===== src/rtl/vector_mul_pipe_if.sv =====
// ----------------------------------------------------------------------------
// vector_mul_pipe_if
//   Bundles the operand and result streams of vector_mul_pipe.
//
//   Operand stream (producer -> multiplier)
//     in_valid_i     operand beat valid
//     in_ready_o     multiplier accepts a beat this cycle
//     in_a_i         operand A, WIDTH bits
//     in_b_i         operand B, WIDTH bits
//     in_a_signed_i  1 = A is two's complement, 0 = unsigned
//     in_b_signed_i  1 = B is two's complement, 0 = unsigned
//     in_tag_i       opaque tag carried with the beat
//
//   Result stream (multiplier -> consumer)
//     out_valid_o    result beat valid
//     out_ready_i    consumer accepts the result
//     out_result_o   full 2*WIDTH-bit product
//     out_tag_o      tag of the result beat
//
//   Modports: slave = the multiplier, master = the producer/consumer side.
//   Signal names keep the multiplier's point of view (_i into it, _o out).
// ----------------------------------------------------------------------------
interface vector_mul_pipe_if #(
   parameter int WIDTH = 32,
   parameter int TAG_W = 4
);
   logic                 in_valid_i;
   logic                 in_ready_o;
   logic [WIDTH-1:0]     in_a_i;
   logic [WIDTH-1:0]     in_b_i;
   logic                 in_a_signed_i;
   logic                 in_b_signed_i;
   logic [TAG_W-1:0]     in_tag_i;
   logic                 out_valid_o;
   logic                 out_ready_i;
   logic [2*WIDTH-1:0]   out_result_o;
   logic [TAG_W-1:0]     out_tag_o;

   modport slave (
      input  in_valid_i, in_a_i, in_b_i, in_a_signed_i, in_b_signed_i, in_tag_i,
      output in_ready_o,
      output out_valid_o, out_result_o, out_tag_o,
      input  out_ready_i
   );

   modport master (
      output in_valid_i, in_a_i, in_b_i, in_a_signed_i, in_b_signed_i, in_tag_i,
      input  in_ready_o,
      input  out_valid_o, out_result_o, out_tag_o,
      output out_ready_i
   );
endinterface


===== src/rtl/vector_mul_pipe.sv =====
// ----------------------------------------------------------------------------
// vector_mul_pipe
//   Exact WIDTH x WIDTH -> 2*WIDTH multiplier with per-beat signedness,
//   an elastic LATENCY-stage pipeline with bubble collapsing, a sideband tag
//   travelling with each product, and a synchronous flush.
//
//   Parameters
//     WIDTH    operand width (2..64)
//     LATENCY  pipeline stages from acceptance to output (1..8)
//     TAG_W    tag width (1..16)
//
//   Ports
//     clk_i    sole clock, rising edge
//     rst_ni   asynchronous active-low reset
//     flush_i  synchronous discard of every in-flight beat
//     busy_o   any stage holds a valid beat
//     bus      vector_mul_pipe_if.slave (operand and result streams)
//
//   The product is formed combinationally in front of stage 0; the remaining
//   stages only carry it, so the output is driven straight from the last
//   stage's registers.
// ----------------------------------------------------------------------------
module vector_mul_pipe #(
   parameter int WIDTH   = 32,
   parameter int LATENCY = 3,
   parameter int TAG_W   = 4
) (
   input  logic              clk_i,
   input  logic              rst_ni,
   input  logic              flush_i,
   output logic              busy_o,
   vector_mul_pipe_if.slave  bus
);

   localparam int PW = 2 * WIDTH;

   // -------------------------------------------------------------------------
   // Product. Both operands are extended to the full product width (sign or
   // zero according to their flag); the low PW bits of an unsigned PW x PW
   // multiply of those are then the exact mixed-sign product, and the exact
   // product always fits in PW bits.
   // -------------------------------------------------------------------------
   logic          w_a_sign;
   logic          w_b_sign;
   logic [PW-1:0] w_a_ext;
   logic [PW-1:0] w_b_ext;
   logic [PW-1:0] w_prod;

   assign w_a_sign = bus.in_a_signed_i & bus.in_a_i[WIDTH-1];
   assign w_b_sign = bus.in_b_signed_i & bus.in_b_i[WIDTH-1];
   assign w_a_ext  = {{WIDTH{w_a_sign}}, bus.in_a_i};
   assign w_b_ext  = {{WIDTH{w_b_sign}}, bus.in_b_i};
   assign w_prod   = w_a_ext * w_b_ext;

   // -------------------------------------------------------------------------
   // Pipeline stage state
   // -------------------------------------------------------------------------
   logic [LATENCY-1:0] r_valid;
   logic [PW-1:0]      r_prod [LATENCY];
   logic [TAG_W-1:0]   r_tag  [LATENCY];

   // w_load[k]: stage k takes new content (or becomes empty) this cycle.
   // That is true when the consumer is taking the last result, or when some
   // stage at or after k is empty -- the hole lets everything up to it slide
   // forward by one.
   logic [LATENCY-1:0] w_load;
   logic               w_accept;

   always_comb begin : hole_scan
      logic v_hole;
      // NOTE: every variable written in this block gets a value before any
      // conditional use, so no latch is inferred.
      v_hole = bus.out_ready_i;
      w_load = '0;
      for (int k = LATENCY - 1; k >= 0; k--) begin
         v_hole    = v_hole | ~r_valid[k];
         w_load[k] = v_hole;
      end
   end

   // Depends only on stage valids, out_ready_i, flush and reset, never on
   // in_valid_i, so there is no combinational loop through a producer.
   assign bus.in_ready_o = rst_ni & ~flush_i & w_load[0];
   assign w_accept       = bus.in_valid_i & bus.in_ready_o;

   always_ff @(posedge clk_i or negedge rst_ni) begin
      if (!rst_ni) begin
         r_valid <= '0;
         // NOTE: data registers are reset as well because the result and tag
         // outputs come straight from the last stage and must read zero
         // during reset.
         for (int k = 0; k < LATENCY; k++) begin
            r_prod[k] <= '0;
            r_tag[k]  <= '0;
         end
      end else if (flush_i) begin
         // Only the valid bits matter; stale data in empty stages is never
         // presented with out_valid_o high.
         r_valid <= '0;
      end else begin
         // NOTE: non-blocking assignments let every stage read the previous
         // stage's old value in the same edge, giving a true shift.
         if (w_load[0]) begin
            r_valid[0] <= w_accept;
            if (w_accept) begin
               r_prod[0] <= w_prod;
               r_tag[0]  <= bus.in_tag_i;
            end
         end
         for (int k = 1; k < LATENCY; k++) begin
            if (w_load[k]) begin
               r_valid[k] <= r_valid[k-1];
               if (r_valid[k-1]) begin
                  r_prod[k] <= r_prod[k-1];
                  r_tag[k]  <= r_tag[k-1];
               end
            end
         end
      end
   end

   // -------------------------------------------------------------------------
   // Outputs
   // -------------------------------------------------------------------------
   assign bus.out_valid_o  = r_valid[LATENCY-1];
   assign bus.out_result_o = r_prod[LATENCY-1];
   assign bus.out_tag_o    = r_tag[LATENCY-1];
   assign busy_o           = |r_valid;

endmodule


===== src/flat_wrapper.sv =====
// flat-port wrapper written by rule: the top's interface ports become plain ports
module vector_mul_pipe_flat 
#(
   parameter int WIDTH   = 32,
   parameter int LATENCY = 3,
   parameter int TAG_W   = 4
)
  (clk_i, rst_ni, flush_i, busy_o, bus_in_valid_i, bus_in_a_i, bus_in_b_i, bus_in_a_signed_i, bus_in_b_signed_i, bus_in_tag_i, bus_in_ready_o, bus_out_valid_o, bus_out_result_o, bus_out_tag_o, bus_out_ready_i);
  vector_mul_pipe_if #(.WIDTH(WIDTH), .TAG_W(TAG_W)) bus_i ();
  input  logic clk_i;
  input  logic rst_ni;
  input  logic flush_i;
  output logic busy_o;
  input wire logic [$bits(bus_i.in_valid_i)-1:0] bus_in_valid_i;
  input wire logic [$bits(bus_i.in_a_i)-1:0] bus_in_a_i;
  input wire logic [$bits(bus_i.in_b_i)-1:0] bus_in_b_i;
  input wire logic [$bits(bus_i.in_a_signed_i)-1:0] bus_in_a_signed_i;
  input wire logic [$bits(bus_i.in_b_signed_i)-1:0] bus_in_b_signed_i;
  input wire logic [$bits(bus_i.in_tag_i)-1:0] bus_in_tag_i;
  output wire logic [$bits(bus_i.in_ready_o)-1:0] bus_in_ready_o;
  output wire logic [$bits(bus_i.out_valid_o)-1:0] bus_out_valid_o;
  output wire logic [$bits(bus_i.out_result_o)-1:0] bus_out_result_o;
  output wire logic [$bits(bus_i.out_tag_o)-1:0] bus_out_tag_o;
  input wire logic [$bits(bus_i.out_ready_i)-1:0] bus_out_ready_i;
  assign bus_i.in_valid_i = bus_in_valid_i;
  assign bus_i.in_a_i = bus_in_a_i;
  assign bus_i.in_b_i = bus_in_b_i;
  assign bus_i.in_a_signed_i = bus_in_a_signed_i;
  assign bus_i.in_b_signed_i = bus_in_b_signed_i;
  assign bus_i.in_tag_i = bus_in_tag_i;
  assign bus_in_ready_o = bus_i.in_ready_o;
  assign bus_out_valid_o = bus_i.out_valid_o;
  assign bus_out_result_o = bus_i.out_result_o;
  assign bus_out_tag_o = bus_i.out_tag_o;
  assign bus_i.out_ready_i = bus_out_ready_i;
  vector_mul_pipe #(.WIDTH(WIDTH), .LATENCY(LATENCY), .TAG_W(TAG_W)) u_core (.clk_i(clk_i), .rst_ni(rst_ni), .flush_i(flush_i), .busy_o(busy_o), .bus(bus_i));
endmodule

===== config.mk =====
export PLATFORM = sky130hd
export DESIGN_NAME = vector_mul_pipe_flat
export DESIGN_NICKNAME = d
export VERILOG_FILES = /design/src/rtl/vector_mul_pipe_if.sv /design/src/rtl/vector_mul_pipe.sv /design/src/flat_wrapper.sv
export SDC_FILE = /design/constraint.sdc
export NUM_CORES = 2
export LEC_CHECK = 0
export ABC_AREA = 1
export CORE_MARGIN = 2
export CORE_UTILIZATION = 29
export CTS_BUF_LIST = sky130_fd_sc_hd__clkbuf_4 sky130_fd_sc_hd__clkbuf_8 sky130_fd_sc_hd__clkbuf_16
export DETAILED_ROUTE_END_ITERATION = 7
export PLACE_DENSITY = 0.53
export SYNTH_ARGS = -nofsm -noshare
export SYNTH_HDL_FRONTEND = slang
export SYNTH_SLANG_ARGS = --single-unit

===== constraint.sdc =====
create_clock -name clk_i -period 1.5 [get_ports clk_i]
set_input_delay 0.15 -clock clk_i [delete_from_list [all_inputs] [get_ports clk_i]]
set_output_delay 0.15 -clock clk_i [all_outputs]
set_load 0.005 [all_outputs]

==> flow_summary.toml <==
[outcome]
status = "finished with violations"
violations = "setup timing"

[die]
start_util_pct = 29.3
die-height_um = 412
num_rows = 149
core_area_sq_um = 165000
die_x_um = 412
num_io_pins = 146
die_area_sq_um = 170000

[drt]
wl_per_cell_um = 19.1
viasPerCell = 4.49
ant_nets = 0
dr.pass1.iters = 5
drt-initial-drc-count = 2592
vias = 39421
totalWireLength_mm = 168
drc_errors = 0

[finish]
num-fill-cells = 16436
fin_nets = 7984
syn_to_final_growth_pct = 37.1
drive_gt1_share_pct = 30.8

[sta]
finalCritPeriodShare_pct = 422
whs_ps = 172
rsz0062_at_grt = "yes"
setup_viol = 136
finalWorstSetupSlack_ps = -4830
max_slew.worst_pin.slew_ps = 537
maxSlewViolCount = 0
hold_violations = 0
relSlewSlack_pct = 64.2
min_period_ps = 6330
fin_skew_ps = 23.3
fmaxAchievable_mhz = 158

[placement]
routabilityCongestion = 0.898
place_hpwl_mm = 133
portBuffers = 145

[logic_synthesis]
synth_top_family_by_area = "adder cells"
synth_area_leader_cell = "fa_1"
synth_xor_xnor_area_share_pct = 0.489
synth_compound_area_share_pct = 2.79
synth-warning-count = 0
synthCells = 5886
synth_edf_count = 0
avgSynthCellArea_sq_um = 8.21
synth-seq-area-share_pct = 10.7
netlist_top_cells_area = "fa_1 47%, inv_1 13%, nand2_1 12%"
yosys.area_share.adder_pct = 52.1
synth_top_cell_area_share_pct = 46.6
synth_area_sq_um = 48300
synthArstFlopShare_pct = 100
synth-seq-cells = 207
synth.distinct_cells = 37
synth_nets = 7298
ys.flop_type = "dfrtp_1"
yosysMostFrequentCell = "inv_1"
synthMuxAreaShare_pct = 1.23
synth-simple-area-share_pct = 16.1
synth_commonest_cells = "1,678 x inv_1, 1,561 x nand2_1, 1,125 x fa_1, 269 x clkbuf_1, 212 x ha_1"

[clock_network]
cts_tree = "done"
cts_buffers = 22
h-tree-depth = 1
cts_root_buffer = "clkbuf_16"
clock_sinks = 207
clock_latency_ps = 530
clkTransAtPathRegs_ps = 80
clk_path_buf_depth = 3

[global_routing]
grt_max_degree = 84
grt_pass1_wl_mm = 260
overflow = 0
antenna_found_initial = 10
grt_pass1_vias = 42700
grt.total_usage_pct = 20.1

[worst_setup_path]
cp_slowest_cell = "fa_2"
critPathRequiredTime_ps = 1930
cp_max_fo = 4
cp_top_family = "adder cells"
cp_num_buf_inv = 9
cp.arrival_ps = 6760
crit_top_cell = "fa_1"
start_kind = "input port"
crit_path_end_kind = "register"
cp_slowest_stage_delay_ps = 660
critPathKind = "input port to register"

[worst_hold_path]
hp-class = "input port to register"

[run]
cap_viol_max_count = 0
## worst reg2reg max path, stage by stage, from the launching register on
cell	delay, ps
dfrtp_1	350
inv_2	50
nor2_2	80
inv_2	50
nor2_2	100
inv_2	50
nor2_1	80
inv_1	60
nand3b_1	100
inv_2	60
nand2_4	110
inv_4	70
buf_12	170
buf_4	170
nand3_2	80
nand2_1	60
## registers in the layout (all words and copies together) (netlist names)
signal,flops
u_core.bus.out_tag_o,4
u_core.r_prod,128
u_core.bus.out_result_o,64
u_core.r_valid,3
u_core.r_tag,8
## cells in the final DEF (no fill, tap or decap), types with 95 or more instances in the layout
cell type / n
dfrtp_1: 207
nand2_2: 161
nand2_4: 100
nand2_1: 1291
inv_2: 210
fa_2: 95
inv_1: 1463
ha_1: 133
buf_12: 153
buf_4: 531
buf_6: 151
nor2_1: 96
fa_1: 1030
## per-layer routing
layer,track usage [%],vias to the layer above,wire length [um]
li1,-,17846,-
met1,27.1,20343,71300
met5,0,-,20
met3,2.06,207,9370
met4,4.93,2,5730
met2,34.6,1023,81400
## area by class of cell
| type | count | area [sq um] | area share (%) |
|---|---|---|---|
| Sequential cell | 207 | 5180 | 7.81 |
| Timing Repair Buffer | 1027 | 11500 | 17.4 |
| Clock buffer | 29 | 627 | 0.946 |
| Inverter | 1685 | 6370 | 9.61 |
| Clock inverter | 7 | 97.6 | 0.147 |
| Multi-Input combinational cell | 3629 | 39700 | 59.9 |
| Antenna cell | 3 | 7.51 | 0.0113 |
| Tap cell | 2189 | 2740 | 4.13 |
## through the flow
stage               util (%)  cells  cell area [sq um]  setup slack [ps]  setup TNS (ps)
finish                  40.1   8776              66300             -4830         -258000
global route            40.1   8775              66300             -5050         -278110
CTS                     39.1   8716              64500             -4800         -261600
detailed placement      35.1   8454              58000             -6260         -352260
global placement        35.1   8454              58000             -6240         -350740
floorplan                  -   5886              51300             -5260         -256680
## cell families (layout without fill, tap and decap cells)
logic type | Yosys count | count (layout)
buffers and inverters | 2050 | 2748
xor gates and xnor gates | 27 | 27
AOI/OAI and AO/OA | 255 | 255
adders and majority gates | 1337 | 1337
other | 0 | 3
and+or+nand+nor | 1957 | 1957
DFF | 207 | 207
muxes | 53 | 53
## what timing repair did
action / CTS / global route
pin swaps: 482 / 344
gates cloned: 34 / 4
endpoints found under the setup margin: 177 / 229
endpoints found under the hold margin: 80 / 0
hold buffers: 1 / 0
buffers inserted: 194 / 75
gates resized for setup: 1179 / 435
## final timing paths
check / startpoint / end / slack (ps) / depth (start not counted)
min in group asynchronous: rst_ni / u_core.r_tag[7]$_DFFE_PN0P_ / 280 / 3
max in group asynchronous: rst_ni / u_core.r_prod[119]$_DFFE_PN0P_ / 290 / 4
worst min register to register: u_core.r_prod[181]$_DFFE_PN0P_ / u_core.r_prod[181]$_DFFE_PN0P_ / 470 / 2
worst max register to register: u_core.r_valid[2]$_DFFE_PN0P_ / u_core.r_prod[181]$_DFFE_PN0P_ / -260 / 15
worst min-delay path: bus_in_tag_i[3] / u_core.r_tag[11]$_DFFE_PN0P_ / 170 / 3
worst max-delay path: bus_in_a_i[31] / u_core.r_prod[179]$_DFFE_PN0P_ / -4830 / 30
Power is left out: the tool's default activity adds up to more than one toggle a clock period on the data nets, which glitch-free logic cannot reach.
